$ cat src/rtl/tl_ul_master_bridge.sv
// Single-outstanding load/store to TileLink-UL A/D bridge.
// Optional atomics (LogicalData/ArithmeticData) enabled by defining TLB_ATOMIC_EN.
module tl_ul_master_bridge #(
  parameter int TL_RS     = 4,
  parameter int TL_AW     = 16,
  parameter int SOURCE_ID = 0
) (
  input  logic             tlb_clock_i,
  input  logic             tlb_reset_ni,
  input  logic             req_valid_i,
  output logic             req_ready_o,
  input  logic             req_write_i,
  input  logic [TL_AW-1:0] req_addr_i,
  input  logic [1:0]       req_size_i,
  input  logic             req_signed_i,
  input  logic [31:0]      req_wdata_i,
`ifdef TLB_ATOMIC_EN
  input  logic             req_amo_i,
  input  logic [2:0]       req_amo_op_i,
`endif
  output logic             rsp_valid_o,
  input  logic             rsp_ready_i,
  output logic [31:0]      rsp_rdata_o,
  output logic             rsp_err_o,
  output logic [2:0]       a_opcode_o,
  output logic [2:0]       a_param_o,
  output logic [3:0]       a_size_o,
  output logic [TL_RS-1:0] a_source_o,
  output logic [TL_AW-1:0] a_address_o,
  output logic [3:0]       a_mask_o,
  output logic [31:0]      a_data_o,
  output logic             a_corrupt_o,
  output logic             a_valid_o,
  input  logic             a_ready_i,
  input  logic [2:0]       d_opcode_i,
  input  logic [1:0]       d_param_i,
  input  logic [3:0]       d_size_i,
  input  logic [TL_RS-1:0] d_source_i,
  input  logic             d_denied_i,
  input  logic [31:0]      d_data_i,
  input  logic             d_corrupt_i,
  input  logic             d_valid_i,
  output logic             d_ready_o
);
  localparam logic [2:0] OP_PUT = 3'd0, OP_ARITH = 3'd2, OP_LOGIC = 3'd3, OP_GET = 3'd4;

  typedef enum logic [1:0] {S_IDLE, S_ACMD, S_WAIT, S_RESP} state_t;
  state_t r_state, w_next;

  logic [2:0]       r_opcode, r_param;
  logic [1:0]       r_size;
  logic             r_signed, r_err;
  logic [TL_AW-1:0] r_addr;
  logic [31:0]      r_wdata, r_rdata;
  logic [3:0]       r_mask;

  logic       w_req_fire, w_d_fire, w_d_match, w_misalign, w_local_err;
  logic [2:0] w_opcode, w_param;
  logic [3:0] w_mask;
  logic [31:0] w_ext;

  assign w_req_fire = req_valid_i & req_ready_o;
  assign w_d_fire   = d_valid_i & d_ready_o;
  assign w_d_match  = (d_source_i == TL_RS'(SOURCE_ID));
  assign w_misalign = (req_size_i == 2'd3) ||
                      (req_size_i == 2'd2 && req_addr_i[1:0] != 2'b00) ||
                      (req_size_i == 2'd1 && req_addr_i[0]);

  always_comb begin
    w_opcode    = req_write_i ? OP_PUT : OP_GET;
    w_param     = 3'd0;
    w_local_err = w_misalign;
`ifdef TLB_ATOMIC_EN
    if (req_amo_i) begin
      if (req_size_i != 2'd2) w_local_err = 1'b1;
      if (req_amo_op_i <= 3'd3) begin
        w_opcode = OP_LOGIC;
        w_param  = req_amo_op_i;
      end else if (req_amo_op_i == 3'd4) begin
        w_opcode = OP_ARITH;
        w_param  = 3'd4;
      end else begin
        w_local_err = 1'b1;
      end
    end
`endif
  end

  always_comb begin
    case (req_size_i)
      2'd0:    w_mask = 4'h1 << req_addr_i[1:0];
      2'd1:    w_mask = req_addr_i[1] ? 4'hC : 4'h3;
      default: w_mask = 4'hF;
    endcase
  end

  // Slave right-aligns read data; extend from the captured access width.
  always_comb begin
    case (r_size)
      2'd0:    w_ext = {{24{r_signed & d_data_i[7]}},  d_data_i[7:0]};
      2'd1:    w_ext = {{16{r_signed & d_data_i[15]}}, d_data_i[15:0]};
      default: w_ext = d_data_i;
    endcase
  end

  always_ff @(posedge tlb_clock_i or negedge tlb_reset_ni) begin
    if (!tlb_reset_ni) r_state <= S_IDLE;
    else               r_state <= w_next;
  end

  always_comb begin
    w_next = r_state;
    case (r_state)
      S_IDLE: if (w_req_fire) w_next = w_local_err ? S_RESP : S_ACMD;
      S_ACMD: if (a_ready_i) w_next = S_WAIT;
      S_WAIT: if (w_d_fire && w_d_match) w_next = S_RESP;
      S_RESP: if (rsp_ready_i) w_next = S_IDLE;
      default: w_next = S_IDLE;
    endcase
  end

  always_ff @(posedge tlb_clock_i or negedge tlb_reset_ni) begin
    if (!tlb_reset_ni) begin
      r_opcode <= '0; r_param <= '0; r_size <= '0; r_signed <= 1'b0;
      r_addr   <= '0; r_wdata <= '0; r_mask <= '0;
      r_rdata  <= '0; r_err   <= 1'b0;
    end else if (w_req_fire) begin
      r_opcode <= w_opcode; r_param <= w_param; r_size <= req_size_i;
      r_signed <= req_signed_i; r_addr <= req_addr_i; r_wdata <= req_wdata_i;
      r_mask   <= w_mask; r_rdata <= '0; r_err <= w_local_err;
    end else if (w_d_fire && w_d_match) begin
      // Only PutFullData expects a dataless AccessAck.
      r_err   <= d_denied_i | d_corrupt_i |
                 (d_opcode_i != ((r_opcode == OP_PUT) ? 3'd0 : 3'd1));
      r_rdata <= (r_opcode == OP_PUT) ? 32'd0 : w_ext;
    end
  end

  assign req_ready_o = (r_state == S_IDLE) & tlb_reset_ni;
  assign a_valid_o   = (r_state == S_ACMD);
  assign d_ready_o   = (r_state == S_WAIT);
  assign rsp_valid_o = (r_state == S_RESP);
  assign rsp_rdata_o = r_rdata;
  assign rsp_err_o   = r_err;
  assign a_opcode_o  = r_opcode;
  assign a_param_o   = r_param;
  assign a_size_o    = {2'b00, r_size};
  assign a_source_o  = TL_RS'(SOURCE_ID);
  assign a_address_o = r_addr;
  assign a_mask_o    = r_mask;
  assign a_data_o    = r_wdata;
  assign a_corrupt_o = 1'b0;

  logic w_unused;
  assign w_unused = ^{d_param_i, d_size_i};
endmodule

$ cat config.mk
export PLATFORM = sky130hd
export DESIGN_NAME = tl_ul_master_bridge
export DESIGN_NICKNAME = d
export VERILOG_FILES = /design/src/rtl/tl_ul_master_bridge.sv
export SDC_FILE = /design/constraint.sdc
export NUM_CORES = 1
export LEC_CHECK = 0
export ABC_AREA = 1
export BUFFER_PORTS_ARGS = -buffer_cell sky130_fd_sc_hd__buf_4
export CAP_MARGIN = 20
export CORE_MARGIN = 2
export CORE_UTILIZATION = 49
export DETAILED_ROUTE_END_ITERATION = 8
export PLACE_DENSITY = 0.93
export SLEW_MARGIN = 20
export SYNTH_ARGS = -nofsm -noshare
export SYNTH_HDL_FRONTEND = slang
export SYNTH_SLANG_ARGS = --single-unit
$ cat constraint.sdc
create_clock -name tlb_clock_i -period 2.8 [get_ports tlb_clock_i]
set_input_delay 0.56 -clock tlb_clock_i [delete_from_list [all_inputs] [get_ports tlb_clock_i]]
set_output_delay 0.56 -clock tlb_clock_i [all_outputs]
set_load 0.005 [all_outputs]
==> impl_results.md <==
* TritonCTS clock tree: built
* CP delay by family, top: simple AND/OR/NAND/NOR gates
* P&R area growth vs syn at 41.0%
* CTS Sinks at 91
* Netlist area before placement at 0.00404 sq mm
* Core area at 0.00809 sq mm
* Largest net degree at the start of global routing at 61
* Routability cong. at 0.780
* CP Buf/Inv Count at 2
* Syn Area/Cell at 8.41 sq um
* Cell count after synthesis at 480
* Die Wd at 94.8 um
* Leakage at 3.31 nW
* Arrival time at the worst endpoint at 2.26 ns
* Total negative slack at 0 ns
* Hold_buf cts at 0
* Critical path startpoint category: flop
* Initial antenna violation count at 0
* Slew Viols, Final at 0
* DIE HEIGHT at 94.8 um
* Sequential area share after synthesis at 56.4%
* # fillers at 647
* Reg clk slew, reported paths at 0.09 ns
* Storage cell area at 0.00228 sq mm
* Final wirelength at 10.4 mm
* CP Class: flop to flop
* Synth Flop Type: dfrtp_1
* Critical-path cell list: inv_1 > ha_1 > nand2_1 > inv_1 > nand3_2 > nor2_4 > nand3_1 > nand2_1
* # diodes at 0
* Most common cell after layout, fill and taps aside: nand2_1
* Fmax at 504 MHz
* CP max stage cell: nor2_4
* CP required at 3.08 ns
* Slew HR at 49.6%
* Number of cells upsized or downsized after cts at 0
* Initial DRC count at 126
* Drt drc at 0
* Vias at 3,739
* Worst setup EP type: flop
* Max VDD drop at 0.447 mV
* CTS H-Tree Depth at 3
* First-pass GRT wire length at 16.0 mm
* Share of cells above drive strength 1 at 33.9%
* Worst hold slack at 0.263 ns
* Final Hold Vio Count at 0
* Slowest cell delay on critical path at 0.59 ns
* Worst-case clock buffer depth at 2
* Setup Skew at 0.0123 ns
* Num CTS Buffers at 9
* Row count at 33
* FFs w/ async S/R, synth at 100%
* Period utilisation layout at 70.8%
* Via density at 4.82
* Antenna-violating nets left at 0
* Die area at 0.00898 sq mm
* Final setup viols at 0
* Total gr overflow at 0
* Initial core utilization at 49.9%
* MaxCap Viol Count at 0
* CTS root buf: clkbuf_8
* Pre-antenna DRT Iters at 5
* Post-synthesis cell type count at 25
* Pwr per Cell Area at 848 mW/mm^2
* IO Pins at 209
* WL/cell at 13.4 um
* Post-CTS Repair Setup Buffers at 0
* Hold Path Class: input pin to asynchronous set/reset pin
* Overall routing resource usage at 22.7%
* RSZ-0062 raised after global routing: false
* Clk_lat worst skew at 0.35 ns
* Slew @ Worst Pin at 0.756 ns
* Outcome: finished, final reports clean
* Post-synthesis sequential element count at 91
* Multi-input gate area at 0.00153 sq mm
* Post-layout net count at 775
* Final Util at 70.3%
* Commonest non-fill, non-tap cells in the layout: nand2_1 (257), buf_4 (196), dfrtp_1 (91)
* Worst R2R Path Depth at 8
* Crit path max fanout at 32
* Cell count along the critical path at 8
* Final Critical Period at 1.98 ns
* Vias in the first global route at 3,577
* Port Buffers at 190
* Detailed placement HPWL at 7.81 mm
* Number of flops mapped to enable cells by yosys at 0
* Synth warn at 0
## cell usage after synthesis, types with 4 or more instances
cell type,number,share of area (%)
buf_2,11,1.4
buf_4,16,3.0
clkbuf_1,4,0.37
dfrtp_1,91,56
ha_1,5,1.5
inv_1,14,1.3
nand2_1,257,24
nand3_1,21,2.6
nor2_1,10,0.93
o21ai_0,17,2.1
or2_1,7,1.1
or2_2,7,1.1
## logic make-up (layout without fill, tap and decap cells)
| kind of cell | Yosys count | in the layout | synth area share (%) |
|---|---|---|---|
| flip-flops | 91 | 91 | 56.4 |
| XOR/XNOR | 1 | 1 | 0.217 |
| AND/OR/NAND/NOR | 312 | 312 | 32.1 |
| other | 1 | 12 | 0.0929 |
| adder cells (fa/ha/maj) | 5 | 5 | 1.55 |
| AO/OA/AOI/OAI | 21 | 21 | 2.76 |
| buffers and inverters | 49 | 228 | 6.82 |
## worst register-to-register path: stages (launching register included)
cell     delay, ns
dfrtp_1       0.42
inv_1         0.12
ha_1          0.23
nand2_1       0.07
inv_1         0.06
nand3_2       0.13
nor2_4        0.59
nand3_1       0.20
nand2_1       0.10
## power breakdown
| part | total, W | switching (W) | internal [W] |
|---|---|---|---|
| sequential | 0.00204 | 0.000303 | 0.00173 |
| combinational | 0.00180 | 0.000872 | 0.000929 |
| clock | 0.000988 | 0.000460 | 0.000528 |
## cell type report
cell class,instances,area share (%)
clock inverters,6,1.52
clock buffers,10,2.42
well taps,105,2.31
inverters,16,1.10
multi-input cells,351,26.8
repair buffers,196,25.9
flip-flops and latches,91,40.0
## registers in the layout, indices dropped and copies added (netlist names)
name	count
r_state	2
a_address_o	16
rsp_rdata_o	32
rsp_err_o	1
r_size	2
r_signed	1
a_data_o	32
a_mask_o	4
a_opcode_o	1
## metal layers
layer / share of wire, % / track usage (%)
met5: 0 / 0
met4: 2.1 / 7.97
met3: 6.3 / 5.27
met2: 52 / 41.0
met1: 39 / 26.3
## path summary, 6_finish.rpt
check,from,endpoint,slack [ns]
setup reg to reg,r_state[0],rsp_rdata_o[30],0.82
setup / recovery,r_state[0],rsp_rdata_o[30],0.82
min in group tlb_clock_i,req_addr_i[13],a_address_o[13],0.40
max in group asynchronous,tlb_reset_ni,a_data_o[5],1.89
hold / removal,tlb_reset_ni,a_opcode_o[2],0.26
hold reg to reg,rsp_rdata_o[8],rsp_rdata_o[8],0.49
## stage by stage
step                      area (sq um)  total power, W  setup WS, ns  cells
after global placement            5470         0.00377         0.922    759
after detailed placement          5470         0.00388         0.853    759
after CTS                         5690         0.00487         0.831    775
after global routing              5690         0.00515         0.682    775
after floorplan                   4080         0.00289          1.37    491
final                             5690         0.00483         0.817    775
Power figures use the tool's default switching activity.
